File: config.mk
export PLATFORM = sky130hd
export DESIGN_NAME = if_id_reg
export DESIGN_NICKNAME = d
export VERILOG_FILES = /design/src/rtl/if_id_reg.sv
export SDC_FILE = /design/constraint.sdc
export NUM_CORES = 1
export LEC_CHECK = 0
export CORE_MARGIN = 8
export CORE_UTILIZATION = 47
export DETAILED_ROUTE_END_ITERATION = 8
export HOLD_SLACK_MARGIN = 0.08
export PLACE_DENSITY = 0.84
export SLEW_MARGIN = 20
export SYNTH_ARGS = -nofsm -noshare
export SYNTH_HDL_FRONTEND = slang
export SYNTH_SLANG_ARGS = --single-unit
File: constraint.sdc
create_clock -name clk -period 5.5 [get_ports clk]
set_input_delay 1.65 -clock clk [delete_from_list [all_inputs] [get_ports clk]]
set_output_delay 1.65 -clock clk [all_outputs]
set_load 0.02 [all_outputs]
File: src/rtl/if_id_reg.sv
// if_id_reg: IF/ID pipeline register with fetch AdEL detection, stall and flush.
module if_id_reg #(
  parameter logic [31:0] RESET_PC = 32'h0000_3000,
  parameter logic [31:0] IM_BASE  = 32'h0000_3000,
  parameter logic [31:0] IM_TOP   = 32'h0000_4FFC,
  parameter logic [4:0]  EXC_ADEL = 5'd4
) (
  input  logic        clk,
  input  logic        reset,
  input  logic        en,
  input  logic        clr,
  input  logic [31:0] clr_pc,
  input  logic [31:0] pc_f,
  input  logic [31:0] instr_f,
  input  logic        bd_f,
  output logic [31:0] pc_d,
  output logic [31:0] pc8_d,
  output logic [31:0] instr_d,
  output logic [4:0]  exc_d,
  output logic        bd_d,
  output logic        valid_d
);
  logic [31:0] pc_q, pc8_q, instr_q, pc_nxt_d, pc8_nxt_d, instr_nxt_d;
  logic [4:0]  exc_q, exc_nxt_d;
  logic        bd_q, valid_q, bd_nxt_d, valid_nxt_d, adel;
  assign adel = (pc_f[1:0] != 2'b00) || (pc_f < IM_BASE) || (pc_f > IM_TOP);
  always_comb begin
    pc_nxt_d    = clr ? clr_pc : en ? pc_f : pc_q;
    pc8_nxt_d   = clr ? clr_pc + 32'd8 : en ? pc_f + 32'd8 : pc8_q;
    instr_nxt_d = clr ? 32'd0 : en ? (adel ? 32'd0 : instr_f) : instr_q;
    exc_nxt_d   = clr ? 5'd0 : en ? (adel ? EXC_ADEL : 5'd0) : exc_q;
    bd_nxt_d    = clr ? 1'b0 : en ? bd_f : bd_q;
    valid_nxt_d = clr ? 1'b0 : en ? 1'b1 : valid_q;
  end
  always_ff @(posedge clk or posedge reset) begin
    if (reset) begin
      pc_q    <= RESET_PC;
      pc8_q   <= RESET_PC + 32'd8;
      instr_q <= 32'd0;
      exc_q   <= 5'd0;
      bd_q    <= 1'b0;
      valid_q <= 1'b0;
    end else begin
      pc_q    <= pc_nxt_d;
      pc8_q   <= pc8_nxt_d;
      instr_q <= instr_nxt_d;
      exc_q   <= exc_nxt_d;
      bd_q    <= bd_nxt_d;
      valid_q <= valid_nxt_d;
    end
  end
  assign pc_d    = pc_q;
  assign pc8_d   = pc8_q;
  assign instr_d = instr_q;
  assign exc_d   = exc_q;
  assign bd_d    = bd_q;
  assign valid_d = valid_q;
endmodule
# Word-level counts from Yosys, hierarchy flattened
# Index checks and enable logic that the tools add are counted.
# W data, S select, Z words.
# word_totals
regBits,103
output_inout_bits,103
# op_classes
n_addsub,2
magnitude_cmp,2
mux,14
n_reduce_logical,4
# op_table
cell,n
$mux W32,7
$add A32 B4 Y32 const B,2
$gt A32 B15 Y1 const B,1
$lt A32 B14 Y1 const B,1
$mux W5,2
$mux W1,4
$reduce_bool A2 Y1,2
$mux W3,1
$logic_or A1 B1 Y1,2

# Depth between registers and ports, before layout
# Gate-level depths: netlist of run 1.
# logic_depth
word_depth,6
depth_mapped,13

# Worst setup path before layout of run 1
# OpenSTA, ideal clock, no wires.
# synth_path
path_type,in2reg
startpoint,input port clr
endpoint,"register pc8_q[31], in the netlist pc8_d[31]"
setup_ps,95
arrival_ps,4040
t_required_ps,5405
setup_slack_ps,1364
path_stages,13
n_path_buf,7
path_cell_list,buf_6 buf_8 buf_2 buf_2 buf_2 mux2_2 ha_1 and2_1 clkbuf_1 and4_1 clkbuf_1 and3b_1 o31ai_1
# synth_via
elab_chain_len,1
word_cells_on_any_way,2
classes_between,1 x mux; 1 x reduce/logical
# synth_lines
item,line,text
from (decl),11,"input logic clr,"
$mux W32 or $reduce_bool A2 Y1 (tied branches),-,
to (signal assigned),38,pc8_q <= RESET_PC + 32'd8;
to (signal assigned),45,pc8_q <= pc8_nxt_d;
to (decl),23,"logic [31:0] pc_q, pc8_q, instr_q, pc_nxt_d, pc8_nxt_d, instr_nxt_d;"
# Several ways; a longest one is shown, not always the timed one.
# A chain may end at the register's enable or synchronous reset.

# Worst setup path after layout of run 1
# layout_path
startpoint,input port clr
endpoint,"register pc8_q[24], in the netlist pc8_d[24]"
# Same word-level chain as after synthesis.

==> impl_metrics.ini, run 1 <==
[clock_tree]
cts_tree = yes
clockBufferDepth = 2
numCtsBuffers = 9
cts_root_buf = clkbuf_8
cts_hold_buf = 0
clk_pin_slew_worst_paths_ns = 0.10
worstSkewPairLatency_ns = 0.37
cts_setup_buffers = 0
cts_sinks = 96
cts_resized = 0
cts_max_level = 3

[yosys]
yosys_register_bits = 96
synth-edff-count = 0
yosys.area.top_type = dfrtp_1
synth_warnings = 0
yosys.area.top_type_share_pct = 46.5
yosysSeqAreaShare_pct = 49.1
avgSynthCellArea_sq_um = 10.0
synthCells = 488
synth.distinct_cells = 56
synthFlopType = dfrtp_1
synth_area_sq_mm = 0.00490
synthTopCellsByArea = dfrtp_1 46%, mux2i_1 6.7%, a22o_1 5.9%
async_flop_share_pct = 100

[critical_path]
worstPathMaxFanout = 62
worstPathRequired_ns = 5.79
critPathKind = input pin to flip-flop
r2r_start = pc_d[13]
arrival_ns = 4.29
cp-start-kind = input pin
slowest_stage = buf_2
critPathLaunch = clr
end_kind = flip-flop
critPathMaxStageDelay_ns = 0.81
path_cells = buf_2 > nand4_1 > a222oi_1 > buf_4 > nand4_2 > o31a_1 > o31ai_1

[floorplan]
core_sq_mm = 0.0102
fp.dieArea_sq_mm = 0.0140
die_h_um = 118
rows = 37
initial_utilization_pct = 47.9
pin_count = 204
die_w_um = 118

[layout]
final_net_count = 771
antenna_cells = 0
drive_gt1_share_pct = 7.12
stdcell_count = 810
synthToLayoutAreaGrowth_pct = 46.6

[status]
status = completed

[global_routing]
grt_overflow = 0
grt_use_total_pct = 23.1
grt_first_pass_wirelength_um = 25600
antenna_found_initial = 0
grt_pass1_vias = 4654
grt_start_max_net_pins = 79

[sta]
setup-violations-final = 0
skew_ns = 0
min_period_ns = 4.00
finalSetupTns_ns = 0
rsz0062_at_grt = false
tightest_slew_ns = 1.10
fin_hold_ws_ns = 0.498
hold_viol_final = 0
maxSlewViolCount = 0
maxSlewHeadroom_pct = 26.5
fin_crit_sh_pct = 72.8
max_freq_mhz = 250

[placement]
place_hpwl_um = 12800
placed_cells = 794
port_buffers = 199
gp_congestion = 0.913

[job]
max-cap-violations = 0

[power_and_ir_drop]
vdd_ir_drop_max_mv = 0.143
p_leak_nw = 3.04
cellPowerDensity_mw_per_mm2 = 250

[detailed_routing]
ant_nets = 0
wl_um = 16700
vias = 4650
wl_per_cell_um = 20.6
firstDrtPassIters = 5
first_iter_violations = 363
drc = 0
routed_via_density = 5.74

[min_path]
hold_class = flip-flop to flip-flop
min-delay-start = pc8_d[26]
[metrics by stage]
step,setup slack (ns),power (mW),instance area (sq um),util [%]
final,1.50,1.80,7190,70.2
after global placement,1.22,1.22,6930,67.8
after detailed placement,1.14,1.23,6930,67.8
after floorplan,1.35,1.00,4910,-
after CTS,1.54,1.81,7190,70.2
after global routing,1.30,1.86,7190,70.2
[cell usage after synthesis (all sizes together), types with 3 or more instances]
library cell	count
o22ai	4
mux2i	33
nand3	16
a211oi	3
nor3	9
nand4	12
buf	17
dfstp	5
nand3b	10
dfrtp	91
nor4	7
nand2	45
o31ai	7
and4	4
o21a	4
mux2	6
nor2	46
xor2	4
a22oi	4
o21ai	21
a21boi	5
a21oi	33
nand4b	3
clkbuf	23
inv	7
a22o	33
xnor2	11
[layout make-up]
class	count	area [sq um]
flip-flops and latches	96	2410
clock inverters	6	115
clock buffers	10	138
repair buffers	207	2050
multi-input cells	348	2280
well taps	136	170
inverters	7	28.8
fillers	794	3040
[cell families (layout without fill, tap and decap cells)]
logic type / count (synthesis) / count (layout) / share of synthesized area, %
and+or+nand+nor: 162 / 162 / 16.7
adders and majority gates: 1 / 1 / 0.255
AOI/OAI and AO/OA: 127 / 127 / 18.1
DFF: 96 / 96 / 49.1
muxes: 39 / 39 / 8.12
buffers and inverters: 47 / 230 / 4.87
other: 1 / 4 / 0.0765
xor gates and xnor gates: 15 / 15 / 2.68
[state kept, by name, summed over array words and instances, names as in the netlist]
signal	cells
exc_d	1
bd_d	1
instr_d	32
pc8_d	29
pc_d	32
valid_d	1
[layout by cell type, fill, tap and decap left out, types with 16 or more instances in the layout]
cell type	n
mux2i_1	33
a22o_1	33
nand2_1	45
clkdlybuf4s50_1	198
nand3_1	16
a21oi_1	33
o21ai_0	21
nor2_1	45
dfrtp_1	91
[final timing paths]
check	slack, ns	depth (start not counted)	end
min	0.50	2	pc8_d[26]
min in group asynchronous	1.84	2	instr_d[12]
max	1.50	7	pc8_d[24]
max reg2reg	4.65	2	pc_d[13]
min reg2reg	0.50	2	pc8_d[26]
max in group asynchronous	2.83	3	instr_d[28]
[report_power, final]
part	switching, mW	leakage [nW]	internal (mW)
registers	0.0305	1.20	0.756
logic	0.222	1.72	0.206
clock network	0.264	0.123	0.317
total	0.517	3.04	1.28
[critical path: cells and delay by family]
kind                   cells  cell delay, ns
AOI/OAI and AO/OA          3            1.03
buffers and inverters      2            1.03
and+or+nand+nor            2            0.55
[layer usage]
| metal | GRT usage, % | part of all wire, % |
|---|---|---|
| met1 | 27.2 | 40 |
| met2 | 38.0 | 48 |
| met3 | 9.57 | 11 |
| met4 | 6.89 | 1.6 |
| met5 | 0 | 0 |
Note: power is estimated with default switching activity, not from simulation.
==> run 2: changes to the inputs <==
CORE_UTILIZATION = 39   (was 47)
PLACE_DENSITY = 0.74   (was 0.84)
clock period = 3.3 ns   (was 5.5 ns; I/O delays follow)
==> run 2 against run 1 <==
Effect of this change:
- core utilization is 11 points lower
- largest power group unchanged
- via count is 0.67% lower
- cell count increased by 6.4%
- register-to-register slack got worse by 2.2 ns
- combinational power rose by 72%
- sequential power grew 65%
- sequential cell count is the same
==> impl_metrics.ini, run 2 (synthesis results as in run 1) <==
[detailed_routing]
vias = 4619
first_iter_violations = 298
routed_via_density = 5.36
wl_um = 16600
firstDrtPassIters = 4
wl_per_cell_um = 19.3
ant_nets = 0
drc = 0

[layout]
final_net_count = 787
antenna_cells = 0
layout_common_cells = 197 x clkdlybuf4s50_1, 91 x dfrtp_1, 45 x nor2_1, 45 x nand2_1
synthToLayoutAreaGrowth_pct = 51.6
final_common_cell = clkdlybuf4s50_1
drive_gt1_share_pct = 9.28

[critical_path]
path_cells = clkdlybuf4s50_1 > nand4b_4 > a222oi_1 > buf_4 > nand4_2 > o31a_1 > o31ai_1
ff2ff_path_depth = 2
critPathKind = input pin to flip-flop
critPathMaxStageDelay_ns = 0.59
worstPathMaxFanout = 9
crit_buf_inv = 2
end_kind = flip-flop
worstPathRequired_ns = 3.54
cp-start-kind = input pin
arrival_ns = 3.25
slowest_stage = clkdlybuf4s50_1
crit_cells = 7
path_delay_family = compound AO/OA/AOI/OAI gates

[clock_tree]
cts_max_level = 3
clk_pin_slew_worst_paths_ns = 0.07
worstSkewPairLatency_ns = 0.34
cts_resized = 0
cts_tree = yes
cts_hold_buf = 0
cts_setup_buffers = 0
cts_sinks = 96
clockBufferDepth = 2
cts_root_buf = clkbuf_16
numCtsBuffers = 9

[placement]
gp_congestion = 0.861
port_buffers = 199
place_hpwl_um = 13000

[floorplan]
die_w_um = 128
pin_count = 204
initial_utilization_pct = 39.3
rows = 41
core_sq_mm = 0.0125
die_h_um = 128
fp.dieArea_sq_mm = 0.0164

[status]
status = completed

[sta]
min_period_ns = 3.00
maxSlewViolCount = 0
max_freq_mhz = 333
tightest_slew_ns = 0.625
fin_crit_sh_pct = 91.0
maxSlewHeadroom_pct = 57.1
setup-violations-final = 0
skew_ns = 0
rsz0062_at_grt = false
fin_hold_ws_ns = 0.471
hold_viol_final = 0

[power_and_ir_drop]
fin_total_pwr_mw = 3.07
p_leak_nw = 3.15
vdd_ir_drop_max_mv = 0.216
cellPowerDensity_mw_per_mm2 = 412

[global_routing]
grt_first_pass_wirelength_um = 25800
antenna_found_initial = 0
grt_start_max_net_pins = 48
grt_use_total_pct = 20.1
grt_overflow = 0
grt_pass1_vias = 4783

[job]
max-cap-violations = 0

[min_path]
hold_class = flip-flop to flip-flop
hold_depth = 2
## run 2: worst min-delay path, delay by kind of cell (launching register included)
kind	cells	cell delay, ns
DFF	1	0.34
and+or+nand+nor	2	0.10
## run 2: power by group
part	internal [mW]	switching (mW)	total (mW)	leakage, nW
Clock	0.532	0.490	1.02	0.139
Combinational	0.360	0.379	0.739	1.81
Sequential	1.26	0.0451	1.30	1.20
Total	2.15	0.914	3.07	3.15
## run 2: worst paths after layout
| path | startpoint | end | slack (ns) |
|---|---|---|---|
| min in group asynchronous | reset | pc_d[0] | 1.09 |
| max in group asynchronous | reset | pc8_d[3] | 1.60 |
| min | pc8_d[4] | pc8_d[4] | 0.47 |
| min reg2reg | pc8_d[4] | pc8_d[4] | 0.47 |
| max reg2reg | pc_d[13] | pc_d[13] | 2.47 |
| max | pc_f[5] | pc8_d[24] | 0.30 |
## run 2: stage by stage
step / area [sq um] / TNS [ns] / util, % / setup WS, ns / cells
global placement: 7150 / 0 / 57.3 / 0.0133 / 846
detailed placement: 7150 / -0.0133 / 57.3 / -0.0133 / 846
floorplan: 4930 / 0 / - / 0.00885 / 491
CTS: 7430 / 0 / 59.6 / 0.331 / 862
finish: 7430 / 0 / 59.6 / 0.296 / 862
global route: 7430 / 0 / 59.6 / 0.204 / 862
## run 2: final cells by class
class	instances	area, sq um
Sequential cell	96	2410
Inverter	7	30.0
Clock buffer	10	229
Multi-Input combinational cell	348	2280
Clock inverter	6	58.8
Timing Repair Buffer	223	2210
Fill cell	1090	5030
Tap cell	172	215
## run 2: per-layer routing
layer	global-route usage [%]	part of all wire (%)	vias up
li1	-	-	2161
met2	33.7	49	200
met1	23.9	41	2246
met5	0	0	-
met3	7.53	9.7	12
met4	5.03	0.81	0
